[src/rtl/ppu_pkg.sv]
// ppu_pkg: shared types for the PPU table loader.
//   tbl_e       - table select encoding carried in address[9:8]
//   ppu_cmd_t   - one queued table-update command (42 bits)
//   ldr_state_e - loader FSM states
//   cmd_is_valid() - range check applied when a command is popped
package ppu_pkg;

  typedef enum logic [1:0] {
    TBL_ATTR   = 2'b00,
    TBL_SPRITE = 2'b01,
    TBL_COLOR  = 2'b10,
    TBL_BAD    = 2'b11
  } tbl_e;

  localparam int ATTR_ENTRIES   = 16;
  localparam int SPRITE_ENTRIES = 256;
  localparam int COLOR_ENTRIES  = 16;

  typedef struct packed {
    tbl_e        tbl;
    logic [7:0]  index;
    logic [31:0] data;
  } ppu_cmd_t;

  typedef enum logic [1:0] {
    IDLE  = 2'b00,
    GATE  = 2'b01,
    ISSUE = 2'b10
  } ldr_state_e;

  // True when the index lies inside the selected table; TBL_BAD never does.
  function automatic logic cmd_is_valid(input ppu_cmd_t cmd);
    logic       v_ok;
    logic [8:0] v_idx;
    v_idx = {1'b0, cmd.index};
    case (cmd.tbl)
      TBL_ATTR:   v_ok = (v_idx < 9'(ATTR_ENTRIES));
      TBL_SPRITE: v_ok = (v_idx < 9'(SPRITE_ENTRIES));
      TBL_COLOR:  v_ok = (v_idx < 9'(COLOR_ENTRIES));
      default:    v_ok = 1'b0;
    endcase
    return v_ok;
  endfunction

endpackage

[src/rtl/ppu_loader_sync_fifo.sv]
// sync_fifo: single-clock FIFO of ppu_cmd_t with first-word fall-through read.
//   clk, reset      - clock, asynchronous active-high reset
//   i_push, i_data  - write request/data (ignored while full)
//   i_pop, o_data   - read request (ignored while empty) / head entry
//   o_full, o_empty, o_count - registered occupancy status
module sync_fifo
  import ppu_pkg::*;
#(
  parameter int DEPTH = 16
) (
  input  logic                     clk,
  input  logic                     reset,
  input  logic                     i_push,
  input  ppu_cmd_t                 i_data,
  input  logic                     i_pop,
  output ppu_cmd_t                 o_data,
  output logic                     o_full,
  output logic                     o_empty,
  output logic [$clog2(DEPTH):0]   o_count
);

  localparam int AW = $clog2(DEPTH);
  localparam int CW = AW + 1;

  ppu_cmd_t        r_mem [DEPTH];
  logic [AW-1:0]   r_wr_ptr;
  logic [AW-1:0]   r_rd_ptr;
  logic [CW-1:0]   r_count;
  logic            w_do_push;
  logic            w_do_pop;

  assign o_full    = (r_count == CW'(DEPTH));
  assign o_empty   = (r_count == {CW{1'b0}});
  assign o_count   = r_count;
  assign o_data    = r_mem[r_rd_ptr];
  assign w_do_push = i_push && !o_full;
  assign w_do_pop  = i_pop && !o_empty;

  // Storage array; contents need no reset because count gates every read.
  always_ff @(posedge clk) begin
    if (w_do_push) begin
      r_mem[r_wr_ptr] <= i_data;
    end
  end

  // Pointers and occupancy; DEPTH is a power of two so pointers wrap naturally.
  always_ff @(posedge clk or posedge reset) begin
    if (reset) begin
      r_wr_ptr <= {AW{1'b0}};
      r_rd_ptr <= {AW{1'b0}};
      r_count  <= {CW{1'b0}};
    end else begin
      if (w_do_push) begin
        r_wr_ptr <= r_wr_ptr + AW'(1);
      end
      if (w_do_pop) begin
        r_rd_ptr <= r_rd_ptr + AW'(1);
      end
      case ({w_do_push, w_do_pop})
        2'b10:   r_count <= r_count + CW'(1);
        2'b01:   r_count <= r_count - CW'(1);
        default: r_count <= r_count;
      endcase
    end
  end

endmodule

[src/rtl/ppu_loader.sv]
// ppu_loader: queues PPU table-update commands and replays each as a
// single-cycle chipselect/write on the PPU write port.
//   clk, reset                        - 50 MHz clock, async active-high reset
//   in_valid/in_ready                 - command stream handshake
//   in_table/in_index/in_data         - command fields
//   vblank                            - vertical blank (used only when gated)
//   chipselect/write/address/writedata- registered PPU write port
//   busy                              - queue non-empty or write on the bus
//   err/drop_count                    - sticky drop flag / saturating drop count
// Build option: define VBLANK_GATE_EN to issue writes only while vblank=1.
module ppu_loader
  import ppu_pkg::*;
#(
  parameter int DEPTH = 16
) (
  input  logic        clk,
  input  logic        reset,
  input  logic        in_valid,
  output logic        in_ready,
  input  logic [1:0]  in_table,
  input  logic [7:0]  in_index,
  input  logic [31:0] in_data,
  input  logic        vblank,
  output logic        chipselect,
  output logic        write,
  output logic [15:0] address,
  output logic [31:0] writedata,
  output logic        busy,
  output logic        err,
  output logic [7:0]  drop_count
);

  localparam int CW = $clog2(DEPTH) + 1;

  ldr_state_e      r_state;
  ldr_state_e      w_next_state;
  ppu_cmd_t        w_in_cmd;
  ppu_cmd_t        w_head;
  logic            w_full;
  logic            w_empty;
  logic [CW-1:0]   w_count;
  logic            w_push;
  logic            w_pop;
  logic            w_permit;
  logic            w_head_ok;
  logic            w_last;
  logic            r_cs;
  logic [15:0]     r_addr;
  logic [31:0]     r_wdata;
  logic            r_err;
  logic [7:0]      r_drop_count;

`ifdef VBLANK_GATE_EN
  assign w_permit = vblank;
`else
  logic w_unused_vblank;
  assign w_unused_vblank = vblank;
  assign w_permit        = 1'b1;
`endif

  assign w_in_cmd  = '{tbl: tbl_e'(in_table), index: in_index, data: in_data};
  assign in_ready  = !w_full;
  assign w_push    = in_valid && in_ready;
  // The permit is examined right before the edge, so the first pop of a
  // burst happens on the same edge that moves the FSM out of IDLE/GATE.
  assign w_pop     = !w_empty && w_permit;
  assign w_head_ok = cmd_is_valid(w_head);
  // This pop drains the queue unless a new command lands on the same edge.
  assign w_last    = (w_count == CW'(1)) && !w_push;

  sync_fifo #(
    .DEPTH (DEPTH)
  ) u_fifo (
    .clk     (clk),
    .reset   (reset),
    .i_push  (w_push),
    .i_data  (w_in_cmd),
    .i_pop   (w_pop),
    .o_data  (w_head),
    .o_full  (w_full),
    .o_empty (w_empty),
    .o_count (w_count)
  );

  // FSM state register.
  always_ff @(posedge clk or posedge reset) begin
    if (reset) begin
      r_state <= IDLE;
    end else begin
      r_state <= w_next_state;
    end
  end

  // FSM next state; GATE is bypassed whenever the permit is already present.
  always_comb begin
    w_next_state = r_state;
    case (r_state)
      IDLE: begin
        if (w_empty) begin
          w_next_state = IDLE;
        end else if (!w_permit) begin
          w_next_state = GATE;
        end else if (w_last) begin
          w_next_state = IDLE;
        end else begin
          w_next_state = ISSUE;
        end
      end
      GATE: begin
        if (w_empty) begin
          w_next_state = IDLE;
        end else if (!w_permit) begin
          w_next_state = GATE;
        end else if (w_last) begin
          w_next_state = IDLE;
        end else begin
          w_next_state = ISSUE;
        end
      end
      ISSUE: begin
        if (w_empty) begin
          w_next_state = IDLE;
        end else if (!w_permit) begin
          w_next_state = GATE;
        end else if (w_last) begin
          w_next_state = IDLE;
        end else begin
          w_next_state = ISSUE;
        end
      end
      default: begin
        w_next_state = IDLE;
      end
    endcase
  end

  // Bus write port and drop accounting; each pop lasts exactly one cycle.
  always_ff @(posedge clk or posedge reset) begin
    if (reset) begin
      r_cs         <= 1'b0;
      r_addr       <= 16'h0000;
      r_wdata      <= 32'h0000_0000;
      r_err        <= 1'b0;
      r_drop_count <= 8'h00;
    end else begin
      r_cs <= w_pop && w_head_ok;
      if (w_pop && w_head_ok) begin
        r_addr  <= {6'b000000, w_head.tbl, w_head.index};
        r_wdata <= w_head.data;
      end
      if (w_pop && !w_head_ok) begin
        r_err <= 1'b1;
        if (r_drop_count != 8'hFF) begin
          r_drop_count <= r_drop_count + 8'd1;
        end
      end
    end
  end

  assign chipselect = r_cs;
  assign write      = r_cs;
  assign address    = r_addr;
  assign writedata  = r_wdata;
  assign err        = r_err;
  assign drop_count = r_drop_count;
  assign busy       = !w_empty || r_cs;

endmodule
[config.mk]
export PLATFORM = sky130hd
export DESIGN_NAME = ppu_loader
export DESIGN_NICKNAME = d
export VERILOG_FILES = /design/src/rtl/ppu_pkg.sv /design/src/rtl/ppu_loader_sync_fifo.sv /design/src/rtl/ppu_loader.sv
export SDC_FILE = /design/constraint.sdc
export NUM_CORES = 1
export LEC_CHECK = 0
export BUFFER_PORTS_ARGS = -buffer_cell sky130_fd_sc_hd__buf_2
export CAP_MARGIN = 10
export CORE_AREA = 2 2 339 341
export CTS_CLUSTER_DIAMETER = 200
export DETAILED_ROUTE_END_ITERATION = 10
export DIE_AREA = 0 0 341 343
export GPL_ROUTABILITY_DRIVEN = 1
export GPL_TIMING_DRIVEN = 0
export HOLD_SLACK_MARGIN = 0.05
export PLACE_DENSITY = 0.39
export SYNTH_ARGS = -nofsm -noshare
export SYNTH_HDL_FRONTEND = slang
export SYNTH_SLANG_ARGS = --single-unit
[constraint.sdc]
create_clock -name clk -period 6.5 [get_ports clk]
set_input_delay 0.65 -clock clk [delete_from_list [all_inputs] [get_ports clk]]
set_output_delay 0.65 -clock clk [all_outputs]
set_load 0.005 [all_outputs]
# After elaboration in Yosys (flattened, before gate mapping)
# Memories as Yosys holds them, arrays and structs flattened.
# Cells that the tools add are included.
dict set report classes {
  n_mul 0
  shift 0
  div 0
  n_mux 4
  addsub 5
  bitwise_logic 0
  n_reduce_logical 13
  magnitude_cmp 1
  n_eq_ne 6
}
# op n
set op_table {}
lappend op_table {{$pmux 5 s2} 1}
lappend op_table {{$add 4x1->4 const B} 2}
lappend op_table {{$add 8x1->8 const B} 1}
lappend op_table {{$lt 8x5->1 const B} 1}
lappend op_table {{$ne 8x8->1 const B} 1}
lappend op_table {{$add 5x1->5 const B} 1}
lappend op_table {{$eq 5x5->1 const B} 1}
lappend op_table {{$logic_not 5->1} 1}
lappend op_table {{$sub 5x1->5 const B} 1}
lappend op_table {{$eq 2x1->1 const B} 2}
lappend op_table {{$eq 2x2->1 const B} 2}
lappend op_table {{$logic_and 1x1->1} 4}
lappend op_table {{$logic_not 1->1} 3}
lappend op_table {{$logic_not 2->1} 1}
lappend op_table {{$mux 1} 2}
lappend op_table {{$pmux 1 s2} 1}
lappend op_table {{$reduce_and 2->1} 1}
lappend op_table {{$reduce_bool 2->1} 1}
lappend op_table {{$reduce_or 2->1} 1}
lappend op_table {{$logic_or 1x1->1} 1}
dict set report word_totals {
  register_bits 65
  memories 1
  mem_bits_rw 672
  latchBits 0
  word_cells 38
  output_inout_bits 61
  input_bits 46
  romBits 0
}
# name depth word_bits rd rd_ports_with_merged_regs write_ports line_no
set memory_table {}
lappend memory_table {u_fifo.r_mem 16 42 1 0 1 ppu_loader_sync_fifo.sv:25} ;# ppu_cmd_t r_mem [DEPTH];

# Depth between registers and ports, before layout
# An unclocked memory read counts as a cell.
dict set report depth {
  ltp_word 7
  mapped_depth 10
  mapped_depth_nobuf 8
}

# Cells and area by module
# A second synthesis with hierarchy kept.
dict set report hier_totals {
  hier_cells 1488
  hier_area_um2 28911.5
}
# mod seq_area_each_um2 cells_each area_per_inst_um2 n_inst
set by_module_without_submodules {}
lappend by_module_without_submodules {sync_fifo 20504.7 1343 26768.2 1}
lappend by_module_without_submodules {ppu_loader 1301.2 145 2143.3 1}

# Worst setup path after synthesis
# Ideal clock, no wire load.
dict set report synth_path {
  path_kind {reg2reg}
  from {register u_fifo.r_count[0] (netlist: u_fifo.o_count[0])}
  to {memory u_fifo.r_mem[3][0] (netlist bit), enable pin}
  setup_slack_ps 1774
  setup_ps 493
  synth_period_minus_slack_ps 4726
  stages_incl_launch_ff 8
  arrival_time_ps 4233
  n_path_buf 2
  t_required_ps 6007
  path_cell_list {dfrtp_1 -> or4_1 -> clkbuf_1 -> or2_2 -> and2_1 -> clkbuf_1 -> nand2_1 -> nor3_1}
}
dict set report synth_between {
  elab_chain_cells 6
}
# element line_no
set synth_rtl {}
lappend synth_rtl {{from (decl)} ppu_loader_sync_fifo.sv:28} ;# logic [CW-1:0] r_count;
lappend synth_rtl {{from (signal assigned)} ppu_loader_sync_fifo.sv:51} ;# r_count <= {CW{1'b0}};
lappend synth_rtl {{from (signal assigned)} ppu_loader_sync_fifo.sv:60} ;# 2'b10: r_count <= r_count + CW'(1);
lappend synth_rtl {{from (signal assigned)} ppu_loader_sync_fifo.sv:61} ;# 2'b01: r_count <= r_count - CW'(1);
lappend synth_rtl {{$eq 5x5->1 *} ppu_loader_sync_fifo.sv:32} ;# assign o_full = (r_count == CW'(DEPTH));
lappend synth_rtl {{$logic_not 1->1 *} ppu_loader.sv:62} ;# assign in_ready = !w_full;
lappend synth_rtl {{named net in_ready} ppu_loader.sv:19} ;# output logic in_ready,
lappend synth_rtl {{$logic_and 1x1->1} ppu_loader.sv:63} ;# assign w_push = in_valid && in_ready;
lappend synth_rtl {{$logic_and 1x1->1 *} ppu_loader_sync_fifo.sv:36} ;# assign w_do_push = i_push && !o_full;
lappend synth_rtl {{$mux 1 *} ppu_loader_sync_fifo.sv:41} ;# if (w_do_push) begin
lappend synth_rtl {{$mux 1 (not written as such) *} ppu_loader_sync_fifo.sv:42} ;# r_mem[r_wr_ptr] <= i_data;
lappend synth_rtl {{to (decl)} ppu_loader_sync_fifo.sv:25}
# Mark *: on every way through the listed nets, which the timed path passes. The rest lies on a longest branch.

# Worst setup path in the final report
dict set report layout_path {
  from {register u_fifo.r_rd_ptr[1]}
  to {register r_wdata[4] (netlist: writedata[4])}
}
dict set report layout_between {
  elab_chain_cells 5
  word_cells_on_any_way 8
  cone_classes {order compare (1); eq/ne (2); mux (1); reduce/logical (3); memory (1)}
}
# element line_no
set layout_rtl {}
lappend layout_rtl {{from (decl)} ppu_loader_sync_fifo.sv:27} ;# logic [AW-1:0] r_rd_ptr;
lappend layout_rtl {{from (signal assigned)} ppu_loader_sync_fifo.sv:50} ;# r_rd_ptr <= {AW{1'b0}};
lappend layout_rtl {{from (signal assigned)} ppu_loader_sync_fifo.sv:57} ;# r_rd_ptr <= r_rd_ptr + AW'(1);
lappend layout_rtl {{$mem_v2 16x42 *} --}
lappend layout_rtl {{parallel branches: the longest is 4 deep, another holds $lt 8x5->1} --}
lappend layout_rtl {{to (signal assigned)} ppu_loader.sv:149} ;# r_wdata <= w_head.data;
lappend layout_rtl {{to (decl)} ppu_loader.sv:49} ;# logic [31:0] r_wdata;
# Every way passes the cells marked *.
# A chain may end at the register's enable or synchronous reset.

==> results.py <==
metrics = {
    "setup_path": {
        "cp-endpoint": "writedata[4]$_DFFE_PP0P_",
        "path_class": "flop to flop",
        "arrival_ps": 4720,
        "r2r_setup_slack_ps": 2280,
        "r2r_start": "u_fifo.r_rd_ptr[1]$_DFFE_PP0P_",
        "required_ps": 7000,
        "r2r_cells": 7,
        "startpoint_type": "flop",
        "r2r-end": "writedata[4]$_DFFE_PP0P_",
        "cp_max_fo": 10,
        "crit_start": "u_fifo.r_rd_ptr[1]$_DFFE_PP0P_",
        "end_kind": "flop",
    },
    "timing": {
        "setup_violations": 0,
        "rsz0062_at_grt": "no",
        "worst_pin_slew_ps": 1197,
        "slew_headroom": 0.2021,
        "hold_ws_ps": 342.2,
        "hold_violations": 0,
        "period_share": 0.6498,
        "final.min_clock_period_ps": 4224,
        "slew_viol_final": 0,
        "max_freq_mhz": 236.7,
        "skew_ps": 35.89,
    },
    "floorplan": {
        "initial_utilization": 0.2487,
        "dieHeight_um": 343,
        "fp-row-count": 124,
        "die-width_um": 341,
        "die_area_um2": 117000,
        "core_region_area_um2": 113400,
        "ios": 107,
    },
    "pwr": {
        "cellLeakagePower_uw": 0.01119,
        "ir_drop_mv": 0.2762,
        "fin_total_pwr_uw": 16010,
        "power.density_nw_per_um2": 464.3,
    },
    "place": {
        "place_congestion": 0.6671,
        "place_area_um2": 31650,
        "dp_cells": 2857,
        "port_buffers": 99,
        "dpl.hpwl_mm": 49.17,
    },
    "clock_network": {
        "cts_max_level": 3,
        "cts_buffer_depth": 3,
        "clk_pin_slew_worst_paths_ps": 60,
        "insertion_delay_ps": 630,
        "cts_root_buf": "clkbuf_16",
        "clock-sinks": 737,
        "cts_setup_buffers": 0,
        "cts_buffers": 85,
        "post_cts_resized": 0,
        "cts_tree": "yes",
    },
    "route": {
        "wirelength_mm": 74.75,
        "first_iter_violations": 870,
        "firstDrtPassIters": 5,
        "wl_per_cell_um": 24.79,
        "viasPerCell": 4.324,
        "vias": 13040,
        "ant_nets": 0,
        "drcViolationCount": 0,
    },
    "grt": {
        "grt_pass1_wl_mm": 106.5,
        "antenna_found_initial": 11,
        "grt_pass1_vias": 13970,
        "grt_max_degree": 45,
        "grt_overflow": 0,
        "grt_usage": 0.1290,
    },
    "logic_synthesis": {
        "avgSynthCellArea_um2": 23.82,
        "ys_ff_latch": 737,
        "synth_cells": 1184,
        "synthesis.area_um2": 28210,
        "ys_warn_count": 0,
        "ys_seq_area_frac": 0.7731,
        "synth-async-reset-ratio": 0.08820,
        "ys_types": 45,
        "synth-edff-count": 672,
        "ys.flop_type": "edfxtp_1",
    },
    "layout": {
        "layout.cells.non_filler": 3015,
        "drive_above_1_share": 0.3822,
        "design_area_um2": 34490,
        "utilization": 0.3041,
        "nNetsFinal": 1490,
        "syn_to_final_growth_pct": 22.26,
    },
    "run_status": {
        "status": "finished, final reports clean",
    },
    "run": {
        "cap_violations": 0,
    },
    "worst_hold_path": {
        "hp-class": "primary input to flop",
    },
}
-- cells in the final DEF (no fill, tap or decap), drive strengths merged, types with 4 or more instances in the layout --
master and instances:
buf 193, clkbuf 141, nand3 16, dfrtp 65, nand2 22, conb 6, inv 10, ha 9
xnor2 13, nor3 5, a22oi 5, nor2 18, mux4 205, a21oi 4, clkinv 28, bufinv 9
o21ai 8, mux2 43, edfxtp 672
-- metal layers --
metal	global-route usage	share of wire	vias up
li1	-	-	5509
met5	0	0.0011	-
met2	0.2114	0.48	267
met1	0.1766	0.45	7133
met4	0.03231	0.020	12
met3	0.02438	0.042	117
-- critical path: stages, from the launching register on --
cell      delay, ps
dfrtp_1         340
clkbuf_1        370
buf_1           590
clkbuf_1        670
clkbuf_1        890
mux4_2          430
mux4_2          480
mux2_1          310
-- sequential cells by signal (all words and copies together) (netlist names) --
name / cells
address: 10
chipselect: 1
drop_count: 8
err: 1
u_fifo.o_count: 5
u_fifo.r_mem: 672
u_fifo.r_rd_ptr: 4
u_fifo.r_wr_ptr: 4
writedata: 32
-- worst min-delay path by stage --
stage	from	end	slack (ps)	depth (start not counted)
2_1_floorplan	u_fifo.o_count[3]$_DFFE_PP0P_	u_fifo.o_count[3]$_DFFE_PP0P_	470	2
3_3_place_gp	err$_DFFE_PP0P_	err$_DFFE_PP0P_	470	1
3_5_place_dp	err$_DFFE_PP0P_	err$_DFFE_PP0P_	470	1
4_1_cts	in_valid	u_fifo.o_count[2]$_DFFE_PP0P_	300	3
5_1_grt	in_data[18]	u_fifo.r_mem[10][18]$_DFFE_PP_	370	1
6_report	in_valid	u_fifo.o_count[2]$_DFFE_PP0P_	340	3
-- cell usage after synthesis (5+ instances only) --
| library cell | count | area [µm²] |
|---|---|---|
| buf_4 | 7 | 52.55 |
| nand3_1 | 16 | 80.08 |
| mux4_1 | 7 | 183.9 |
| a22oi_1 | 5 | 37.54 |
| nor2_1 | 18 | 67.56 |
| mux4_2 | 198 | 4459 |
| xnor2_1 | 13 | 113.9 |
| buf_1 | 8 | 30.03 |
| buf_2 | 15 | 75.07 |
| o21ai_0 | 8 | 40.04 |
| mux2_2 | 21 | 236.5 |
| buf_6 | 5 | 56.30 |
| dfrtp_1 | 65 | 1627 |
| nand2_1 | 21 | 78.83 |
| inv_1 | 6 | 22.52 |
| nor3_1 | 5 | 25.02 |
| edfxtp_1 | 672 | 20180 |
| mux2_4 | 20 | 300.3 |
| ha_1 | 9 | 112.6 |
| clkbuf_1 | 27 | 101.4 |
-- metrics by stage --
step | setup slack, ps | TNS [ps]
floorplan | 1774 | 0
global placement | -3820 | -778840
detailed placement | 2192 | 0
CTS | 2193 | 0
global route | 2083 | 0
finish | 2276 | 0
-- cell families after synthesis --
kind of cell    Yosys count  synth area share
fa+ha+maj                10          0.004702
mux                     250            0.1851
buf+inv                  70           0.01286
compound gates           22          0.005279
xor+xnor                 16          0.004968
flops                   737            0.7731
simple gates             78           0.01384
other cells               1         0.0001329
-- timing repair --
action / CTS / global route
hold endpoints to repair: 10 / 0
hold buffers: 1 / 0
endpoints found under the setup margin: 0 / 0
-- area by class of cell --
| cell class | count | area (µm²) |
|---|---|---|
| fillers | 10890 | 78930 |
| flip-flops and latches | 737 | 21810 |
| multi-input cells | 382 | 6167 |
| clock buffers | 113 | 2333 |
| well taps | 1512 | 1892 |
| repair buffers | 158 | 1443 |
| clock inverters | 42 | 476.7 |
| plain buffers | 64 | 340.3 |
| inverters | 6 | 25.02 |
| diodes | 1 | 2.502 |
-- power breakdown --
part	internal [µW]	switching, µW	leakage [µW]
combinational	2470	2690	0.00297
sequential	5830	229	0.00684
clock	2890	1910	0.00138
total	11200	4830	0.0112
Power figures use the tool's default switching activity.
